<file path="config.mk">
export PLATFORM = sky130hd
export DESIGN_NAME = ecp_lock_supervisor
export DESIGN_NICKNAME = d
export VERILOG_FILES = /design/src/rtl/ecp_lock_supervisor.sv
export SDC_FILE = /design/constraint.sdc
export NUM_CORES = 1
export LEC_CHECK = 0
export ABC_AREA = 1
export CAP_MARGIN = 20
export CELL_PAD_IN_SITES_DETAIL_PLACEMENT = 0
export CELL_PAD_IN_SITES_GLOBAL_PLACEMENT = 1
export CORE_MARGIN = 2
export CORE_UTILIZATION = 37
export CTS_CLUSTER_SIZE = 40
export DETAILED_ROUTE_END_ITERATION = 10
export GPL_TIMING_DRIVEN = 0
export HOLD_SLACK_MARGIN = 0.12
export PLACE_DENSITY_LB_ADDON = 0.1
export SYNTH_ARGS = -nofsm -noshare
export SYNTH_HDL_FRONTEND = slang
export SYNTH_SLANG_ARGS = --single-unit
</file>
<file path="constraint.sdc">
create_clock -name clk -period 2.23 [get_ports clk]
set_input_delay 0.223 -clock clk [delete_from_list [all_inputs] [get_ports clk]]
set_output_delay 0.223 -clock clk [all_outputs]
set_load 0.05 [all_outputs]
</file>
<file path="src/rtl/ecp_lock_supervisor.sv">
// ecp_lock_supervisor: turns the asynchronous PLL lock flag into a debounced
// system reset. It retries the PLL through its RST pin when lock never arrives,
// and it counts lock losses and retries for debug.
// Runs on the board reference clock that also feeds the PLL input.
module ecp_lock_supervisor #(
    parameter int unsigned HOLD_CYCLES    = 1024,
    parameter int unsigned TIMEOUT_CYCLES = 65536,
    parameter int unsigned PLL_RST_CYCLES = 16
) (
    input  logic       clk,
    input  logic       rst,
    input  logic       locked,
    output logic       pll_rst,
    output logic       sys_rst,
    output logic       ready,
    output logic [7:0] loss_count,
    output logic [3:0] retry_count
);

    localparam int unsigned MAX_HT = (HOLD_CYCLES > TIMEOUT_CYCLES) ? HOLD_CYCLES : TIMEOUT_CYCLES;
    localparam int unsigned MAX_C  = (MAX_HT > PLL_RST_CYCLES) ? MAX_HT : PLL_RST_CYCLES;
    localparam int unsigned CW     = $clog2(MAX_C) + 1;

    localparam logic [CW-1:0] HOLD_LAST    = CW'(HOLD_CYCLES - 1);
    localparam logic [CW-1:0] TIMEOUT_LAST = CW'(TIMEOUT_CYCLES - 1);
    localparam logic [CW-1:0] PRST_LAST    = CW'(PLL_RST_CYCLES - 1);

    typedef enum logic [1:0] {
        WAIT_LOCK = 2'd0,
        STABLE    = 2'd1,
        RUN       = 2'd2,
        PLL_RST   = 2'd3
    } state_t;

    state_t        state, state_nxt;
    logic [CW-1:0] cnt, cnt_nxt;
    logic [1:0]    sync_pipe;
    logic          locked_s;
    logic          loss_inc, retry_inc;

    assign locked_s = sync_pipe[1];

    // Two-flop synchronizer. This is the only logic that samples the raw lock flag.
    always_ff @(posedge clk or posedge rst) begin
        if (rst) sync_pipe <= 2'b00;
        else     sync_pipe <= {sync_pipe[0], locked};
    end

    // State, shared cycle counter and saturating debug counters
    always_ff @(posedge clk or posedge rst) begin
        if (rst) begin
            state       <= WAIT_LOCK;
            cnt         <= '0;
            loss_count  <= '0;
            retry_count <= '0;
        end else begin
            state <= state_nxt;
            cnt   <= cnt_nxt;
            if (loss_inc && loss_count != 8'hff)  loss_count  <= loss_count + 8'd1;
            if (retry_inc && retry_count != 4'hf) retry_count <= retry_count + 4'd1;
        end
    end

    // Next state and counter. The counter restarts on every state change.
    // In WAIT_LOCK, lock is tested first, so lock beats a timeout on the same cycle.
    always_comb begin
        state_nxt = state;
        cnt_nxt   = cnt + CW'(1);
        loss_inc  = 1'b0;
        retry_inc = 1'b0;
        case (state)
            WAIT_LOCK: begin
                if (locked_s) begin
                    state_nxt = STABLE;
                    cnt_nxt   = '0;
                end else if (cnt == TIMEOUT_LAST) begin
                    state_nxt = PLL_RST;
                    cnt_nxt   = '0;
                    retry_inc = 1'b1;
                end
            end
            STABLE: begin
                if (!locked_s) begin
                    state_nxt = WAIT_LOCK;
                    cnt_nxt   = '0;
                end else if (cnt == HOLD_LAST) begin
                    state_nxt = RUN;
                    cnt_nxt   = '0;
                end
            end
            RUN: begin
                cnt_nxt = '0;
                if (!locked_s) begin
                    state_nxt = WAIT_LOCK;
                    loss_inc  = 1'b1;
                end
            end
            PLL_RST: begin
                if (cnt == PRST_LAST) begin
                    state_nxt = WAIT_LOCK;
                    cnt_nxt   = '0;
                end
            end
            default: begin
                state_nxt = WAIT_LOCK;
                cnt_nxt   = '0;
            end
        endcase
    end

    // Moore outputs, decoded from the state register only
    always_comb begin
        pll_rst = (state == PLL_RST);
        ready   = (state == RUN);
        sys_rst = (state != RUN);
    end

endmodule
</file>
==> flow_summary.html <==
<table>
<tr><th>Metric</th><th>Value</th></tr>
<tr><th colspan="2">Final layout</th></tr>
<tr><td>Register Area</td><td>826 um^2</td></tr>
<tr><td>Multi-input logic area</td><td>826 um^2</td></tr>
<tr><td>Post-layout utilization of the core</td><td>46.0%</td></tr>
<tr><td>Final-stage net count</td><td>259</td></tr>
<tr><td>Area growth from synthesis to final layout</td><td>20.2%</td></tr>
<tr><td>Antenna Cells</td><td>0</td></tr>
<tr><td>Filler cell count in the final layout</td><td>454</td></tr>
<tr><td>Share of cells above drive strength 1</td><td>6.77%</td></tr>
<tr><th colspan="2">Clock network</th></tr>
<tr><td>Root buffer cell</td><td>clkbuf_8</td></tr>
<tr><td>Number of clock sinks</td><td>33</td></tr>
<tr><td>Number of hold buffers added after cts</td><td>0</td></tr>
<tr><td>TritonCTS Buffers</td><td>5</td></tr>
<tr><td>Setup Fix Bufs, Post-CTS</td><td>0</td></tr>
<tr><td>Total of cells resized after clock tree synthesis</td><td>0</td></tr>
<tr><td>Clock network latency to the later pin of the worst-skew pair</td><td>280 ps</td></tr>
<tr><td>Maximum clock path buffer count</td><td>2</td></tr>
<tr><td>Number of H-tree levels</td><td>2</td></tr>
<tr><td>Reg clk slew, reported paths</td><td>70 ps</td></tr>
<tr><td>Clock tree from TritonCTS</td><td>yes</td></tr>
<tr><th colspan="2">Setup path</th></tr>
<tr><td>Ordered list of cells on the worst path</td><td>ha_1 &gt; nand3_2 &gt; nor2_4 &gt; nand3_1 &gt; nor2_1 &gt; ha_1 &gt; inv_1 &gt; nand2_1 &gt; nand3_4 &gt; inv_6 &gt; nor2_1</td></tr>
<tr><td>Flop2flop setup slack</td><td>210 ps</td></tr>
<tr><td>Critical path type</td><td>flop to flop</td></tr>
<tr><td>Worst setup startpoint</td><td>cnt[0]$_DFF_PP0_</td></tr>
<tr><td>Worst-case reg-to-reg path depth</td><td>11</td></tr>
<tr><td>Max stage delay cell, worst path</td><td>dfrtp_1</td></tr>
<tr><td>End of the worst register-to-register path</td><td>cnt[2]$_DFF_PP0_</td></tr>
<tr><td>Source of the worst register-to-register timing path</td><td>cnt[0]$_DFF_PP0_</td></tr>
<tr><td>Timing endpoint of the critical path</td><td>cnt[2]$_DFF_PP0_</td></tr>
<tr><td>Category of the worst setup path launch point</td><td>flop</td></tr>
<tr><td>Crit path DAT</td><td>2180 ps</td></tr>
<tr><td>Largest driver fanout on the critical path</td><td>9</td></tr>
<tr><td>Largest stage delay, worst path</td><td>390 ps</td></tr>
<tr><td>Endpoint required time on the critical path</td><td>2400 ps</td></tr>
<tr><td>Kind of end point of the critical path</td><td>flop</td></tr>
<tr><th colspan="2">Floorplanning</th></tr>
<tr><td>Effective utilization at floorplan</td><td>38.3%</td></tr>
<tr><td>Chip Width</td><td>73.9 um</td></tr>
<tr><td>Ports placed on the boundary</td><td>18</td></tr>
<tr><td>Placeable core region</td><td>0.00472 mm^2</td></tr>
<tr><td>Full die area</td><td>0.00546 mm^2</td></tr>
<tr><td>FP Rows</td><td>25</td></tr>
<tr><td>Die Y-Extent</td><td>73.9 um</td></tr>
<tr><th colspan="2">Yosys</th></tr>
<tr><td>Portion of synthesized cell area occupied by the leading cell type</td><td>45.7%</td></tr>
<tr><td>Multiplexer fraction of the synthesized cell area</td><td>0%</td></tr>
<tr><td>Dominant cells by area after synthesis</td><td>dfrtp_1, nand2_1, inv_1</td></tr>
<tr><td>Nets in the synthesized netlist</td><td>234</td></tr>
<tr><td>Gate count after technology mapping</td><td>225</td></tr>
<tr><td>Synth Area in Adders</td><td>4.16%</td></tr>
<tr><td>Synth Area per Inst</td><td>8.03 um^2</td></tr>
<tr><td>Synth Area in Compound Gates</td><td>1.11%</td></tr>
<tr><td>Area of the mapped netlist</td><td>0.00181 mm^2</td></tr>
<tr><td>XOR/XNOR share of the synthesized area</td><td>10.7%</td></tr>
<tr><td>Main combinational cell family by area after synthesis</td><td>simple AND/OR/NAND/NOR gates</td></tr>
<tr><td>Seq/Total Area, Yosys</td><td>45.7%</td></tr>
<tr><td>Post-synthesis cell type with the largest combined area</td><td>dfrtp_1</td></tr>
<tr><td>Number of storage elements in the synthesis netlist</td><td>33</td></tr>
<tr><td>Ys Warns</td><td>0</td></tr>
<tr><td>Number of different library cells in the post-synthesis netlist</td><td>21</td></tr>
<tr><td>Post-Synth Simple-Gate Area</td><td>29.8%</td></tr>
<tr><th colspan="2">STA</th></tr>
<tr><td>Final Hold Vio Count</td><td>0</td></tr>
<tr><td>Setup violation total in the final timing report</td><td>0</td></tr>
<tr><td>Setup Total Neg Slack</td><td>0 ps</td></tr>
<tr><td>Final critical path time including I/O delays and setup</td><td>2020 ps</td></tr>
<tr><td>Remaining max-slew budget at the tightest pin</td><td>43.8%</td></tr>
<tr><td>Final-layout worst hold slack</td><td>351 ps</td></tr>
<tr><td>Setup repair after global routing missed its margin</td><td>false</td></tr>
<tr><td>Post-route clock skew</td><td>5.78 ps</td></tr>
<tr><td>Count of pins over their slew limit</td><td>0</td></tr>
<tr><td>Slew at the pin with the worst max-slew slack</td><td>842 ps</td></tr>
<tr><td>F_max</td><td>0.496 GHz</td></tr>
<tr><td>Final clock period utilization by the worst path</td><td>90.5%</td></tr>
<tr><th colspan="2">Power</th></tr>
<tr><td>Power density over cell area</td><td>863 mW/mm^2</td></tr>
<tr><td>Part of the power in registers</td><td>40.2%</td></tr>
<tr><td>Net Switching</td><td>771 uW</td></tr>
<tr><td>Total power draw</td><td>1870 uW</td></tr>
<tr><td>Fraction of power consumed by combinational cells</td><td>36.7%</td></tr>
<tr><td>Clock Power Share</td><td>23.1%</td></tr>
<tr><td>Share of total power consumed by net switching</td><td>41.2%</td></tr>
<tr><td>IR Drop Worst-Case VDD</td><td>0.000653 V</td></tr>
<tr><td>Internal Dissipation</td><td>1100 uW</td></tr>
<tr><td>Static Leakage</td><td>0.00113 uW</td></tr>
<tr><th colspan="2">GRT</th></tr>
<tr><td>Global-route wire length before repair</td><td>5.92 mm</td></tr>
<tr><td>Number of antenna violations at the first check in global routing</td><td>0</td></tr>
<tr><td>Total gr overflow</td><td>0</td></tr>
<tr><td>Global-route usage over all layers</td><td>14.4%</td></tr>
<tr><td>Number of global-route vias before repair</td><td>1301</td></tr>
<tr><td>Largest net degree at the start of global routing</td><td>20</td></tr>
<tr><th colspan="2">Routing</th></tr>
<tr><td>Via total after detailed routing</td><td>1366</td></tr>
<tr><td>Number of iterations in the first detailed-routing pass</td><td>4</td></tr>
<tr><td>Aggregate routed wire length</td><td>3.33 mm</td></tr>
<tr><td>Post-detailed-route via-to-cell ratio</td><td>4.30</td></tr>
<tr><td>DR DRC count</td><td>0</td></tr>
<tr><td>Number of DRC markers after the initial detailed-route iteration</td><td>89</td></tr>
<tr><td>Drt wl/cell</td><td>10.5 um</td></tr>
<tr><td>Number of routed nets with antenna violations</td><td>0</td></tr>
<tr><th colspan="2">Place</th></tr>
<tr><td>Total of buffers placed on input and output ports</td><td>17</td></tr>
<tr><td>Post-detail-place hpwl</td><td>2.46 mm</td></tr>
<tr><td>Final weighted congestion in routability-driven placement</td><td>0.750</td></tr>
<tr><th colspan="2">Worst hold path</th></tr>
<tr><td>Worst hold-check path type</td><td>flop to flop</td></tr>
<tr><th colspan="2">Run status</th></tr>
<tr><td>Outcome</td><td>completed</td></tr>
<tr><th colspan="2">Run</th></tr>
<tr><td>Max-capacitance violation count</td><td>0</td></tr>
</table>
kinds of logic (layout without fill, tap and decap cells):
kind of cell,Yosys count,after routing
DFF,33,33
and+or+nand+nor,121,121
adders and majority gates,6,6
xor gates and xnor gates,22,22
AOI/OAI and AO/OA,3,3
buffers and inverters,40,66
power groups by stage:
stage               clock network, uW  logic [uW]  registers [uW]
finish                            433         688             753
global route                      487         756             766
CTS                               456         704             754
global placement                    0         699             765
floorplan                           0         390             860
detailed placement                  0         699             763
metrics by stage:
stage / setup slack [ps] / area, um^2 / instances
2_1_floorplan: 221 / 1810 / 225
3_3_place_gp: 167 / 2060 / 309
3_5_place_dp: 157 / 2090 / 310
4_1_cts: 153 / 2170 / 318
5_1_grt: 15.3 / 2170 / 318
6_report: 212 / 2170 / 318
how the worst min path moves through the flow:
| stage | slack (ps) | startpoint | cells after the start | to |
|---|---|---|---|---|
| 2_1_floorplan | 250 | locked | 0 | sync_pipe[0]$_DFF_PP0_ |
| 3_3_place_gp | 330 | sync_pipe[0]$_DFF_PP0_ | 0 | sync_pipe[1]$_DFF_PP0_ |
| 3_5_place_dp | 340 | sync_pipe[0]$_DFF_PP0_ | 0 | sync_pipe[1]$_DFF_PP0_ |
| 4_1_cts | 350 | sync_pipe[0]$_DFF_PP0_ | 0 | sync_pipe[1]$_DFF_PP0_ |
| 5_1_grt | 380 | locked | 1 | sync_pipe[0]$_DFF_PP0_ |
| 6_report | 350 | sync_pipe[0]$_DFF_PP0_ | 0 | sync_pipe[1]$_DFF_PP0_ |
flip-flops by register name, indices dropped and copies added, names as in the netlist:
| signal | flops |
|---|---|
| sync_pipe | 2 |
| cnt | 17 |
| loss_count | 8 |
| retry_count | 4 |
| state | 2 |
layout by cell type (no fill, tap or decap), types with 3 or more instances in the layout:
cell type and instances:
inv_1 39, nand2_1 57, clkbuf_8 5, ha_1 6, dfrtp_1 33, nand3b_1 3
nand4_1 4, clkdlybuf4s50_1 17, xor2_1 16, nor2_1 35, xnor2_1 6, nand3_1 11
final cells by class:
type	count	share of cell area (%)
inverter	40	7.15
multi-input combinational	152	38.0
sequential	33	38.0
tap	67	3.86
timing repair buffer	18	9.11
clock inverter	2	0.461
clock buffer	6	3.34
Yosys cell counts:
library cell and count:
dfrtp_1 33, nand4_1 4, xnor2_1 6, inv_1 39
nor2_2 2, nand2_2 2, nand3_2 2, ha_1 6
nand3_4 1, xor2_1 16, nor2_4 1, a21boi_0 1
nor2_1 35, nand3b_1 3, o21ai_0 1, nor3_1 2
nand2_1 57, inv_6 1, nor4_1 1, nand3_1 11
o211ai_1 1
critical path, delay by kind of cell (launching register included):
kind	cells	cell delay [ps]
adders and majority gates	2	410
buffers and inverters	2	170
DFF	1	390
and+or+nand+nor	7	940
layer usage:
metal / up-vias / global-route usage [%] / wire length [um]
li1: 726 / - / -
met1: 613 / 19.2 / 1660
met2: 22 / 22.5 / 1490
met3: 5 / 3.98 / 134
met4: 0 / 4.85 / 47
met5: - / 0 / 0
Note: power is estimated with default switching activity, not from simulation.
